File: src/rtl/pipe_stage_buf_if.sv
// Stage-to-stage bundle: upstream entry fields, downstream head fields and the handshake pair.
// The stage itself takes the slave view; whatever drives and consumes it takes the master view.
interface pipe_stage_buf_if #(
   parameter int unsigned DATA_W = 128,
   parameter int unsigned EXC_W  = 5
);
   logic              in_valid;
   logic              in_ready;
   logic [31:0]       instr_in;
   logic [31:0]       pc_in;
   logic [DATA_W-1:0] data_in;
   logic [EXC_W-1:0]  exc_in;
   logic              bd_in;
   logic              loc_exc;
   logic [EXC_W-1:0]  loc_exc_code;

   logic              out_valid;
   logic              out_ready;
   logic [31:0]       instr_out;
   logic [31:0]       pc_out;
   logic [DATA_W-1:0] data_out;
   logic [EXC_W-1:0]  exc_out;
   logic              bd_out;

   modport slave (
      input  in_valid, instr_in, pc_in, data_in, exc_in, bd_in, loc_exc, loc_exc_code,
      output in_ready,
      output out_valid, instr_out, pc_out, data_out, exc_out, bd_out,
      input  out_ready
   );

   modport master (
      output in_valid, instr_in, pc_in, data_in, exc_in, bd_in, loc_exc, loc_exc_code,
      input  in_ready,
      input  out_valid, instr_out, pc_out, data_out, exc_out, bd_out,
      output out_ready
   );
endinterface

File: src/rtl/pipe_stage_buf.sv
// Pipeline stage register with valid/ready handshake, optional 2-entry skid buffer,
// exception-code merging and req/clear flush that turns the head into a bubble.
module pipe_stage_buf #(
   parameter int unsigned DATA_W     = 128,
   parameter int unsigned EXC_W      = 5,
   parameter logic [31:0] HANDLER_PC = 32'h0000_4180,
   parameter int unsigned SKID       = 1
) (
   input  logic                 clk,
   input  logic                 reset,
   input  logic                 req,
   input  logic                 clear,
   pipe_stage_buf_if.slave      bus,
   output logic [1:0]           count
);

   typedef struct packed {
      logic [31:0]       instr;
      logic [31:0]       pc;
      logic [DATA_W-1:0] data;
      logic [EXC_W-1:0]  exc;
      logic              bd;
   } entry_t;

   entry_t           r_head, w_head_d, r_skid, w_skid_d, w_in;
   logic             r_head_v, w_head_v_d, r_skid_v, w_skid_v_d;
   logic             r_rdy, w_rdy_d;
   logic             w_in_ready, w_push, w_pop;
   logic [EXC_W-1:0] w_exc;

   // Earlier-stage exception always wins over the one raised locally.
   assign w_exc = (bus.exc_in != '0) ? bus.exc_in : (bus.loc_exc ? bus.loc_exc_code : '0);

   always_comb begin
      w_in       = '0;
      w_in.instr = bus.instr_in;
      w_in.pc    = bus.pc_in;
      w_in.data  = bus.data_in;
      w_in.exc   = w_exc;
      w_in.bd    = bus.bd_in;
   end

   assign w_in_ready = (SKID != 0) ? r_rdy : (!r_head_v || bus.out_ready);
   assign w_push     = bus.in_valid && w_in_ready;
   assign w_pop      = r_head_v && bus.out_ready;

   always_comb begin
      w_head_d   = r_head;
      w_head_v_d = r_head_v;
      w_skid_d   = r_skid;
      w_skid_v_d = r_skid_v;
      if (req || clear) begin
         w_head_d    = '0;
         w_head_d.pc = req ? HANDLER_PC : 32'h0;
         w_head_v_d  = 1'b0;
         w_skid_d    = '0;
         w_skid_v_d  = 1'b0;
      end else if (SKID == 0) begin
         if (w_push) begin
            w_head_d   = w_in;
            w_head_v_d = 1'b1;
         end else if (w_pop) begin
            // Bubble keeps the pc of the entry that just left.
            w_head_d    = '0;
            w_head_d.pc = r_head.pc;
            w_head_v_d  = 1'b0;
         end
      end else begin
         case ({r_head_v, r_skid_v})
            2'b00: begin
               if (w_push) begin
                  w_head_d   = w_in;
                  w_head_v_d = 1'b1;
               end
            end
            2'b10: begin
               if (w_push && !w_pop) begin
                  w_skid_d   = w_in;
                  w_skid_v_d = 1'b1;
               end else if (w_push && w_pop) begin
                  w_head_d = w_in;
               end else if (w_pop) begin
                  w_head_d    = '0;
                  w_head_d.pc = r_head.pc;
                  w_head_v_d  = 1'b0;
               end
            end
            2'b11: begin
               if (w_pop) begin
                  w_head_d   = r_skid;
                  w_skid_d   = '0;
                  w_skid_v_d = 1'b0;
               end
            end
            default: ;
         endcase
      end
      w_rdy_d = !(w_head_v_d && w_skid_v_d);
   end

   always_ff @(posedge clk or negedge reset) begin
      if (!reset) begin
         r_head   <= '0;
         r_head_v <= 1'b0;
         r_skid   <= '0;
         r_skid_v <= 1'b0;
         r_rdy    <= 1'b1;
      end else begin
         r_head   <= w_head_d;
         r_head_v <= w_head_v_d;
         r_skid   <= w_skid_d;
         r_skid_v <= w_skid_v_d;
         r_rdy    <= w_rdy_d;
      end
   end

   assign bus.in_ready  = w_in_ready;
   assign bus.out_valid = r_head_v;
   assign bus.instr_out = r_head.instr;
   assign bus.pc_out    = r_head.pc;
   assign bus.data_out  = r_head.data;
   assign bus.exc_out   = r_head.exc;
   assign bus.bd_out    = r_head.bd;
   assign count         = {1'b0, r_head_v} + {1'b0, r_skid_v};

endmodule

File: src/flat_wrapper.sv
// flat-port wrapper written by rule: the top's interface ports become plain ports
module pipe_stage_buf_flat 
#(
   parameter int unsigned DATA_W     = 128,
   parameter int unsigned EXC_W      = 5,
   parameter logic [31:0] HANDLER_PC = 32'h0000_4180,
   parameter int unsigned SKID       = 1
)
  (clk, reset, req, clear, count, bus_in_valid, bus_instr_in, bus_pc_in, bus_data_in, bus_exc_in, bus_bd_in, bus_loc_exc, bus_loc_exc_code, bus_in_ready, bus_out_valid, bus_instr_out, bus_pc_out, bus_data_out, bus_exc_out, bus_bd_out, bus_out_ready);
  pipe_stage_buf_if #(.DATA_W(DATA_W), .EXC_W(EXC_W)) bus_i ();
  input  logic clk;
  input  logic reset;
  input  logic req;
  input  logic clear;
  output logic [1:0] count;
  input wire logic [$bits(bus_i.in_valid)-1:0] bus_in_valid;
  input wire logic [$bits(bus_i.instr_in)-1:0] bus_instr_in;
  input wire logic [$bits(bus_i.pc_in)-1:0] bus_pc_in;
  input wire logic [$bits(bus_i.data_in)-1:0] bus_data_in;
  input wire logic [$bits(bus_i.exc_in)-1:0] bus_exc_in;
  input wire logic [$bits(bus_i.bd_in)-1:0] bus_bd_in;
  input wire logic [$bits(bus_i.loc_exc)-1:0] bus_loc_exc;
  input wire logic [$bits(bus_i.loc_exc_code)-1:0] bus_loc_exc_code;
  output wire logic [$bits(bus_i.in_ready)-1:0] bus_in_ready;
  output wire logic [$bits(bus_i.out_valid)-1:0] bus_out_valid;
  output wire logic [$bits(bus_i.instr_out)-1:0] bus_instr_out;
  output wire logic [$bits(bus_i.pc_out)-1:0] bus_pc_out;
  output wire logic [$bits(bus_i.data_out)-1:0] bus_data_out;
  output wire logic [$bits(bus_i.exc_out)-1:0] bus_exc_out;
  output wire logic [$bits(bus_i.bd_out)-1:0] bus_bd_out;
  input wire logic [$bits(bus_i.out_ready)-1:0] bus_out_ready;
  assign bus_i.in_valid = bus_in_valid;
  assign bus_i.instr_in = bus_instr_in;
  assign bus_i.pc_in = bus_pc_in;
  assign bus_i.data_in = bus_data_in;
  assign bus_i.exc_in = bus_exc_in;
  assign bus_i.bd_in = bus_bd_in;
  assign bus_i.loc_exc = bus_loc_exc;
  assign bus_i.loc_exc_code = bus_loc_exc_code;
  assign bus_in_ready = bus_i.in_ready;
  assign bus_out_valid = bus_i.out_valid;
  assign bus_instr_out = bus_i.instr_out;
  assign bus_pc_out = bus_i.pc_out;
  assign bus_data_out = bus_i.data_out;
  assign bus_exc_out = bus_i.exc_out;
  assign bus_bd_out = bus_i.bd_out;
  assign bus_i.out_ready = bus_out_ready;
  pipe_stage_buf #(.DATA_W(DATA_W), .EXC_W(EXC_W), .HANDLER_PC(HANDLER_PC), .SKID(SKID)) u_core (.clk(clk), .reset(reset), .req(req), .clear(clear), .bus(bus_i), .count(count));
endmodule
File: config.mk
export PLATFORM = sky130hd
export DESIGN_NAME = pipe_stage_buf_flat
export DESIGN_NICKNAME = d
export VERILOG_FILES = /design/src/rtl/pipe_stage_buf_if.sv /design/src/rtl/pipe_stage_buf.sv /design/src/flat_wrapper.sv
export SDC_FILE = /design/constraint.sdc
export NUM_CORES = 1
export LEC_CHECK = 0
export CAP_MARGIN = 20
export CORE_ASPECT_RATIO = 1.75
export CORE_MARGIN = 2
export CORE_UTILIZATION = 37
export CTS_CLUSTER_DIAMETER = 80
export DETAILED_ROUTE_END_ITERATION = 10
export HOLD_SLACK_MARGIN = 0.08
export PLACE_DENSITY = 0.65
export SETUP_SLACK_MARGIN = 0.5
export SLEW_MARGIN = 20
export SYNTH_ARGS = -nofsm -noshare
export SYNTH_HDL_FRONTEND = slang
export SYNTH_SLANG_ARGS = --single-unit
File: constraint.sdc
create_clock -name clk -period 2.5 [get_ports clk]
set_input_delay 0.375 -clock clk [delete_from_list [all_inputs] [get_ports clk]]
set_output_delay 0.375 -clock clk [all_outputs]
set_load 0.1 [all_outputs]
**Yosys cells after proc, flatten, opt, wreduce, memory -nomap -nowiden**

Index checks and enable logic that the tools add are counted.

- Memories kept: 0
- ROM bits: 0
- Memory bits (writable): 0
- Bits in registers: 399
- Latch bits: 0

- Muxes and demuxes: 24
- Div/mod/pow operators: 0
- Eq/ne operators: 8
- Shifts and indexed selects: 0
- Order comparisons: 0
- $mul: 0
- Add/sub/neg operators: 1
- Bitwise gates (word level): 0
- Reductions and logical operators: 15

Operator list:

| operator | number |
|---|---|
| $mux W198 | 9 |
| $pmux W198 S3 | 1 |
| $pmux W198 S2 | 1 |
| $mux W15 | 1 |
| $ne A3 B1 Y1 const B | 4 |
| $mux W5 | 2 |
| $reduce_and A5 Y1 | 2 |
| $mux W1 | 8 |
| $logic_and A1 B1 Y1 | 5 |
| $reduce_bool A5 Y1 | 1 |
| $eq A2 B2 Y1 const B | 2 |
| $ne A4 B1 Y1 const B | 1 |
| $pmux W1 S2 | 2 |
| $reduce_bool A4 Y1 | 1 |
| $ne A3 B2 Y1 const B | 1 |
| $reduce_and A3 Y1 | 1 |
| $reduce_bool A3 Y1 | 1 |
| $add A1 B1 Y2 | 1 |
| $logic_not A1 Y1 | 2 |
| $logic_not A2 Y1 | 1 |
| $logic_or A1 B1 Y1 | 1 |

**Longest topological paths before layout**

Gate-level depths: netlist (run 1).

- Depth in word-level cells: 8
- Depth in mapped cells: 10

**Worst setup path before layout (run 1)**

No wires, ideal clock.

- Path type: register -> register
- Start point: register u_core.r_head_v, in the netlist u_core.bus.out_valid
- End point: register u_core.r_head, in the netlist u_core.bus.pc_out[10]
- Stages on the path, launching flop included: 8
- Slack: -1.094 ns
- Setup time: 0.125 ns
- Period minus slack after synthesis: 3.594 ns
- Arrival time: 3.468 ns
- Required time: 2.375 ns
- Cell sequence: dfrtp_1 -> ha_1 -> buf_2 -> clkbuf_1 -> a21oi_1 -> o21ai_1 -> buf_2 -> mux2_2

- Cells in the longest elaborated chain, start to end: 6

Ends and longest elaborated chain:

| element | RTL line | source |
|---|---|---|
| from (decl) | pipe_stage_buf.sv:26 | `logic r_head_v, w_head_v_d, r_skid_v, w_skid_v_d;` |
| from (signal assigned) | pipe_stage_buf.sv:110 | `r_head_v <= w_head_v_d;` |
| $logic_and A1 B1 Y1 | pipe_stage_buf.sv:45 | `assign w_pop = r_head_v && bus.out_ready;` |
| $logic_and A1 B1 Y1 | pipe_stage_buf.sv:80 | `end else if (w_push && w_pop) begin` |
| $mux W198 | pipe_stage_buf.sv:80 |  |
| $mux W198 | pipe_stage_buf.sv:77 | `if (w_push && !w_pop) begin` |
| $pmux W198 S3 | pipe_stage_buf.sv:69 | `case ({r_head_v, r_skid_v})` |
| $mux W198 | pipe_stage_buf.sv:52 | `if (req \|\| clear) begin` |
| to (signal assigned) | pipe_stage_buf.sv:109 | `r_head <= w_head_d;` |
| to (decl) | pipe_stage_buf.sv:25 | `entry_t r_head, w_head_d, r_skid, w_skid_d, w_in;` |

Parallel ways exist; a longest one is shown, timed or not. The select of a mux whose other input is x is not followed.
A chain may end at the register's enable or synchronous reset.

**Worst setup path after layout (run 1)**

- Start point: register u_core.r_head_v, in the netlist u_core.bus.out_valid
- End point: register u_core.r_head, in the netlist u_core.bus.data_out[35]

The elaborated chain is that of the path after synthesis.

==> impl_metrics.ini, run 1 <==
[die]
io_pins = 412
die-area_sq_um = 46300
start_util_pct = 37.3
core_sq_um = 44200
dieWidth_microns = 164
row_count = 102
dieHeight_microns = 283

[clock_network]
clockRootBuffer = clkbuf_16
path_clk_slew_ns = 0.06
clk_latency_ns = 0.54
tritoncts = built
h-tree-depth = 2
clkSinkCount = 399
cts.path.max_buffers = 3
numCtsBuffers = 40

[sta]
min_period_over_period_pct = 85.3
setup_violations = 0
maxSlewViolCount = 0
max_freq_ghz = 0.469
hold_viol_final = 0
worst_hold_slack_ns = 0.352
rsz0062_at_grt = true
worstMarginPinSlew_ns = 0.696
finClkSkew_ns = 0.0140
period_needed_ns = 2.13
relSlewSlack_pct = 53.6
fin_setup_tns_ns = 0

[critical_path]
crit_top_cell = buf_12
crit_required_ns = 2.96
r2r-start = u_core.bus.out_valid
cp_top_family = buffers and inverters
critPathKind = flop to flop
cp_slowest_cell = dfrtp_4
start_kind = flop
reg2reg_slack_ns = 0.37
cp-end-kind = flop
r2r_end = u_core.bus.data_out[35]
critPathArrivalTime_ns = 2.60
max_stage_delay_ns = 0.54
rr_worst_depth = 9
cp.depth = 9
crit_fanout = 19
crit_chain = ha_4 > nor3_2 > a21oi_2 > buf_4 > a21oi_4 > buf_12 > buf_12 > clkbuf_16 > a22o_1
critPathBufInv = 4

[logic_synthesis]
synth.area.top_cells = dfrtp_1, a22o_1, mux2_2
syn_area_sq_um = 16500
synth_seq_cells = 399
yosysSeqAreaShare_pct = 60.6
synth_fp_nets = 1470
synth_top_area_cell = dfrtp_1
yosys_warnings = 0
synth_cells = 1257
synth_cell_types = 34
avgSynthCellArea_sq_um = 13.1
netlist.area_leader.share_pct = 60.5

[flow_run]
max_cap_violations = 0

[place]
place_inst = 2154
gp_congestion = 0.797
portBuffers = 411
hpwl_microns = 34800

[status]
status = finished clean

[drt]
finalWirelength_microns = 60800
postRouteAntennaNets = 0
vias = 13630
routed_via_density = 5.94
post_drt_wl_per_cell_microns = 26.5
first_pass_iters = 7
drc_errors = 0
first_iter_violations = 1225

[finish]
layout-drive-gt1-share_pct = 25.4
synthToLayoutAreaGrowth_pct = 44.4
stdcell_count = 2295
nNetsFinal = 1906
final_cell_mix = a22o_1, dfrtp_1, buf_4
layout_commonest_cell = a22o_1
fillCellCount = 3721

[global_routing]
gr-total-overflow = 0
grt_pass1_vias = 13808
antenna_found_initial = 12
grt_pass1_wl_microns = 84700
grt_util_all_layers_pct = 23.6
grt_max_degree = 75

[hold_path]
hold_class = input pin to async pin

[power]
leakagePower_nw = 11.6
ir_worst_vdd_mv = 0.468
powerDensity_nw_per_um2 = 656
totalPowerFinal_mw = 15.6
[state kept, by name, summed over array words and instances, names as in the netlist, 5 cells and up]
| register | count |
|---|---|
| u_core.r_skid | 198 |
| u_core.bus.data_out | 128 |
| u_core.bus.instr_out | 32 |
| u_core.bus.pc_out | 32 |
| u_core.bus.exc_out | 5 |
[Yosys cell counts]
cell	instances
nand2_1	12
dfrtp_1	398
nor2_1	2
nor2b_1	4
buf_2	27
a22oi_1	29
clkbuf_1	95
buf_1	15
inv_1	8
a311oi_4	1
nor4_2	1
o311a_1	1
nor4b_1	3
o21a_1	1
o32ai_1	1
dfstp_2	1
buf_4	1
a21oi_1	34
a211oi_1	1
nand3_1	34
or2_0	1
and2_1	1
ha_1	3
a22o_1	520
a221oi_1	3
and3_1	2
o21ai_1	1
o21ai_0	9
a41oi_1	1
nor3_1	3
o2bb2ai_1	6
o22ai_1	1
a31oi_1	5
mux2_2	32
[how the worst max path moves through the flow]
stage | start | end | slack, ns
CTS | u_core.bus.out_valid | u_core.bus.instr_out[31] | 0.41
finish | u_core.bus.out_valid | u_core.bus.data_out[35] | 0.37
floorplan | u_core.bus.out_valid | u_core.bus.pc_out[10] | 0.20
detailed placement | clear | u_core.r_skid[63] | 0.05
global route | u_core.bus.out_valid | u_core.bus.pc_out[16] | 0.36
global placement | clear | u_core.r_skid[92] | 0.06
[per-stage QoR]
step / worst slack [ns] / instance area, sq um / utilization [%]
2_1_floorplan: 0.196 / 16800 / -
3_3_place_gp: 0.0626 / 21000 / 47.5
3_5_place_dp: 0.0459 / 21000 / 47.5
4_1_cts: 0.414 / 23000 / 52.0
5_1_grt: 0.357 / 23800 / 53.9
6_report: 0.368 / 23800 / 53.9
[layer usage]
layer  wire, microns  up-vias  track usage (%)
met1           22500     7015             27.9
li1                -     5869                -
met2           32000      592             41.2
met5              56        -                0
met4            2860       10             11.6
met3            3420      144             3.97
[layout make-up]
class	instances	area [sq um]	share of cell area, %
Sequential cell	399	9990	42.0
Multi-Input combinational cell	712	6020	25.3
Timing Repair Buffer	532	5700	24.0
Clock buffer	56	1170	4.93
Tap cell	572	716	3.01
Clock inverter	8	123	0.516
Inverter	8	35.0	0.147
Antenna cell	8	20.0	0.0842
[report_power, final]
group          switching, mW  internal (mW)
clock                   2.53           3.56
combinational           1.80          0.988
sequential             0.110           6.61
total                   4.44           11.2
[cell families (layout without fill, tap and decap cells)]
family / count (synthesis) / in the layout / share of synthesized area [%]
compound gates: 614 / 614 / 31.4
flops: 399 / 399 / 60.6
buf+inv: 146 / 604 / 3.55
simple gates: 63 / 63 / 1.98
mux: 32 / 32 / 2.19
fa+ha+maj: 3 / 3 / 0.228
other cells: 0 / 8 / 0
[timing repair]
action	4_1_cts	5_1_grt
cloned	11	25
hold endpoints to repair	38	0
pin swaps	6	3
buffers inserted	22	10
gates resized for setup	37	33
setup endpoints to repair	398	397
hold buffers	1	0
No activity file was read; power rests on OpenSTA's default activity.
==> run 2, diff against run 1 <==
--- a/config.mk
+++ b/config.mk
@@ -7,7 +7,7 @@
 export LEC_CHECK = 0
 export CAP_MARGIN = 20
 export CORE_ASPECT_RATIO = 1.75
-export CORE_MARGIN = 2
+export CORE_MARGIN = 5
 export CORE_UTILIZATION = 37
 export CTS_CLUSTER_DIAMETER = 80
 export DETAILED_ROUTE_END_ITERATION = 10
==> impl_metrics.ini, run 2 (synthesized netlist as in run 1, its figures left out) <==
[critical_path]
crit_top_cell = buf_12
crit_chain = ha_4 > nor3_4 > buf_6 > a311oi_4 > buf_12 > buf_12 > buf_12 > buf_16 > a22o_1
cp_slowest_cell = dfrtp_4
cp-end-kind = flop
cp_top_family = buffers and inverters
crit_fanout = 9
critPathKind = flop to flop
critPathBufInv = 5
crit_required_ns = 2.91
critPathArrivalTime_ns = 2.51
max_stage_delay_ns = 0.55
start_kind = flop

[die]
dieWidth_microns = 170
start_util_pct = 37.3
core_sq_um = 44200
die-area_sq_um = 49000
io_pins = 412
row_count = 102
dieHeight_microns = 289

[place]
gp_congestion = 0.805
portBuffers = 411
hpwl_microns = 35500
pre_cts_ws_ns = 0.0504

[clock_network]
h-tree-depth = 2
tritoncts = built
clockRootBuffer = clkbuf_16
cts.path.max_buffers = 3
clkSinkCount = 399
clk_latency_ns = 0.54
path_clk_slew_ns = 0.07
numCtsBuffers = 37

[global_routing]
busiest_layer = met2
grt_util_all_layers_pct = 22.9
grt_max_degree = 61
use_met2_pct = 39.7
gr-total-overflow = 0
grt_use_met3_pct = 3.49
grt_pass1_vias = 14102
grt_pass1_wl_microns = 88000
antenna_found_initial = 11
gr-usage-met1_pct = 28.2

[power]
power_frac_clock_pct = 38.7
power_switching_mw = 4.59
swShare_pct = 28.6
p_int_mw = 11.5
leakagePower_nw = 12.3
comb_power_share_pct = 19.5
ir_worst_vdd_mv = 0.701
seqPwrFrac_pct = 41.8
powerDensity_nw_per_um2 = 633

[sta]
period_needed_ns = 2.10
maxSlewViolCount = 0
relSlewSlack_pct = 58.9
setup_violations = 0
min_period_over_period_pct = 83.8
fin_setup_tns_ns = 0
hold_viol_final = 0
max_freq_ghz = 0.477
worstMarginPinSlew_ns = 0.616
worst_slack_ns = 0.404
rsz0062_at_grt = true
finClkSkew_ns = 0.0211

[finish]
layout_commonest_cell = a22o_1
regMostFlops = u_core.r_skid
layout-drive-gt1-share_pct = 28.4
nNetsFinal = 1954
final_cell_mix = a22o_1, dfrtp_1, buf_4
synthToLayoutAreaGrowth_pct = 53.9
largest_reg_flops = 198

[drt]
post_drt_wl_per_cell_microns = 28.3
first_pass_iters = 5
postRouteAntennaNets = 0
first_iter_violations = 1298
drc_errors = 0
vias = 14287
routed_via_density = 6.07
finalWirelength_microns = 66700

[flow_run]
max_cap_violations = 0

[status]
status = finished clean

[hold_path]
hold_class = input pin to async pin
run 2: cell types whose count changed in the layout (fill, tap and decap cells not counted), sizes merged:
cell / delta
clkinv: +3
bufinv: +2
clkbuf: +23
bufbuf: -4
clkinvlp: +2
buf: +30
diode: +3
inv: -2
run 2: power by group through the flow:
| stage | clock network (mW) | registers, mW | logic [mW] |
|---|---|---|---|
| after floorplan | 0 | 7.74 | 0.595 |
| after CTS | 6.29 | 6.71 | 2.76 |
| final | 6.22 | 6.72 | 3.13 |
| after global routing | 6.58 | 6.73 | 3.24 |
| after global placement | 0 | 6.83 | 2.51 |
| after detailed placement | 0 | 6.83 | 2.54 |
run 2: layout make-up:
| class | count | area [sq um] |
|---|---|---|
| Clock inverter | 13 | 196 |
| Sequential cell | 399 | 9990 |
| Fill cell | 3556 | 18800 |
| Inverter | 8 | 36.3 |
| Timing Repair Buffer | 583 | 7010 |
| Clock buffer | 54 | 1120 |
| Multi-Input combinational cell | 712 | 6260 |
| Tap cell | 572 | 716 |
| Antenna cell | 11 | 27.5 |
run 2: path summary, 6_finish.rpt:
path / startpoint / to / slack, ns / cells after the start
setup / recovery: u_core.bus.out_valid / u_core.r_skid[190] / 0.40 / 9
hold / removal: reset / u_core.bus.pc_out[10] / 0.38 / 2
setup reg to reg: u_core.bus.out_valid / u_core.r_skid[190] / 0.40 / 9
hold reg to reg: u_core.r_skid[1] / u_core.r_skid[1] / 0.51 / 1
max in group asynchronous: reset / u_core.bus.data_out[109] / 1.34 / 3
min in group clk: bus_instr_in[8] / u_core.r_skid[174] / 0.47 / 2
run 2: what timing repair did:
| item | CTS | global route |
|---|---|---|
| hold buffers | 1 | 0 |
| setup endpoints to repair | 398 | 397 |
| buffers inserted | 22 | 11 |
| pin swaps | 12 | 262 |
| hold endpoints to repair | 48 | 0 |
| gates resized for setup | 46 | 101 |
| gates cloned | 19 | 61 |
run 2: worst register-to-register path: cells and delay by family, from the launching register on:
family / cells / cell delay, ns
AOI/OAI and AO/OA: 2 / 0.28
adders and majority gates: 1 / 0.23
buffers and inverters: 5 / 0.72
DFF: 1 / 0.55
and+or+nand+nor: 1 / 0.21
run 2: metrics by stage:
step	hold WS (ns)	cells	util (%)	power [mW]	area (sq um)
2_1_floorplan	0.0794	1257	-	8.33	16800
3_3_place_gp	0.369	2160	47.9	9.34	21100
3_5_place_dp	0.370	2160	47.9	9.37	21100
4_1_cts	0.403	2269	53.2	15.8	23500
5_1_grt	0.419	2351	57.4	16.6	25400
6_report	0.377	2352	57.4	16.1	25400
run 2: metal layers:
| metal | share of wire (%) | vias up |
|---|---|---|
| met5 | 0.011 | - |
| met4 | 4.9 | 2 |
| met3 | 6.6 | 173 |
| met2 | 52 | 788 |
| met1 | 36 | 7330 |
| li1 | - | 5994 |
==> run 3, diff against run 2 <==
--- a/config.mk
+++ b/config.mk
@@ -12,7 +12,7 @@
 export CTS_CLUSTER_DIAMETER = 80
 export DETAILED_ROUTE_END_ITERATION = 10
 export HOLD_SLACK_MARGIN = 0.08
-export PLACE_DENSITY = 0.65
+export PLACE_DENSITY = 0.67
 export SETUP_SLACK_MARGIN = 0.5
 export SLEW_MARGIN = 20
 export SYNTH_ARGS = -nofsm -noshare
==> constraint.sdc (replaced) <==
create_clock -name clk -period 1.9 [get_ports clk]
set_input_delay 0.285 -clock clk [delete_from_list [all_inputs] [get_ports clk]]
set_output_delay 0.285 -clock clk [all_outputs]
set_load 0.1 [all_outputs]
==> impl_metrics.ini, run 3 (synthesized netlist as in run 1, its figures left out) <==
[finish]
regMostFlops = u_core.r_skid
fin_area_sq_um = 24200
synthToLayoutAreaGrowth_pct = 46.9
final_cell_mix = a22o_1, dfrtp_1, buf_4
layout_commonest_cell = a22o_1
nNetsFinal = 1959
layout-drive-gt1-share_pct = 27.5
largest_reg_flops = 198
stdcell_count = 2356

[sta]
setup_violations = 395
worstMarginPinSlew_ns = 0.605
hold_viol_final = 0
worst_slack_ns = -0.185
rsz0062_at_grt = true
min_period_over_period_pct = 110
relSlewSlack_pct = 59.7
worst_hold_slack_ns = 0.273
maxSlewViolCount = 0
max_freq_ghz = 0.480
period_needed_ns = 2.09
finClkSkew_ns = 0.0122

[power]
leakagePower_nw = 11.8
powerDensity_nw_per_um2 = 824
ir_worst_vdd_mv = 0.760
totalPowerFinal_mw = 19.9

[global_routing]
grt_pass1_wl_microns = 86600
antenna_found_initial = 11
grt_util_all_layers_pct = 22.4
grt_pass1_vias = 14407
grt_max_degree = 96
gr-total-overflow = 0

[critical_path]
critPathArrivalTime_ns = 2.50
cp-end-kind = flop
start_kind = flop
reg2reg_slack_ns = -0.19
critPathKind = flop to flop
crit_required_ns = 2.31
crit_fanout = 8

[clock_network]
clockRootBuffer = clkbuf_16
tritoncts = built
h-tree-depth = 2
path_clk_slew_ns = 0.06
clkSinkCount = 399
numCtsBuffers = 38
cts.path.max_buffers = 3
clk_latency_ns = 0.53

[drt]
first_pass_iters = 5
routed_via_density = 5.85
drc_errors = 0
post_drt_wl_per_cell_microns = 24.5
first_iter_violations = 894
finalWirelength_microns = 57800
vias = 13773
postRouteAntennaNets = 0

[place]
place_area_sq_um = 21900
hpwl_microns = 38000
pre_cts_ws_ns = -0.283
place_inst = 2231
portBuffers = 411
gp_congestion = 0.837

[flow_run]
max_cap_violations = 0

[die]
io_pins = 412
start_util_pct = 37.3
die-area_sq_um = 49000
row_count = 102
dieWidth_microns = 170
dieHeight_microns = 289
core_sq_um = 44200

[status]
status = finished with violations
failed_checks = setup timing

[hold_path]
hold_class = input pin to async pin
==> run 3: worst paths after layout <==
check	end	from	cells after the start
max	u_core.r_skid[185]	u_core.bus.out_valid	10
min	u_core.bus.pc_out[5]	reset	2
max reg2reg	u_core.r_skid[185]	u_core.bus.out_valid	10
min reg2reg	u_core.r_skid[4]	u_core.r_skid[4]	1
max in group asynchronous	u_core.r_skid[91]	reset	3
min in group clk	u_core.r_skid[15]	bus_data_in[9]	2
==> run 3: power breakdown <==
| group | internal (mW) | switching, mW | leakage, nW |
|---|---|---|---|
| Combinational | 1.39 | 2.34 | 5.75 |
| Clock | 4.07 | 3.30 | 0.574 |
| Sequential | 8.70 | 0.141 | 5.50 |
==> run 3: stage by stage <==
stage	utilization, %	TNS [ns]
6_report	54.8	-28.98
5_1_grt	54.8	-59.07
4_1_cts	54.3	-26.68
3_5_place_dp	49.6	-83.81
3_3_place_gp	49.6	-75.54
2_1_floorplan	-	-138.35
==> run 3: routing by layer <==
layer | global-route usage (%) | part of all wire (%) | routed length (microns) | vias to the layer above
li1 | - | - | - | 5986
met1 | 26.6 | 37 | 21500 | 7128
met2 | 39.6 | 53 | 30400 | 531
met3 | 2.95 | 4.8 | 2800 | 128
met4 | 11.0 | 5.2 | 3030 | 0
met5 | 0 | 0 | 0 | -
==> run 3: final cells by class <==
cell class	instances	area, sq um
Fill cell	3682	20000
Multi-Input combinational cell	712	6050
Clock inverter	11	109
Timing Repair Buffer	587	6210
Clock buffer	56	1070
Tap cell	572	716
Antenna cell	11	27.5
Inverter	8	32.5
Sequential cell	399	9990
==> run 3: what timing repair did <==
item	in CTS	in global routing
pin swaps	31	30
buffers inserted	24	1
endpoints found under the setup margin	600	601
cloned	15	6
hold buffers	1	0
gates resized for setup	62	10
hold endpoints to repair	40	0
==> run 3: critical path, stage by stage, from the launching register on <==
cell and delay (ns):
dfrtp_4 0.53, buf_6 0.14, and2_4 0.16, nor3_2 0.14
buf_4 0.14, a311oi_4 0.04, buf_4 0.16, buf_12 0.14
buf_12 0.13, clkbuf_16 0.16, a22o_1 0.22
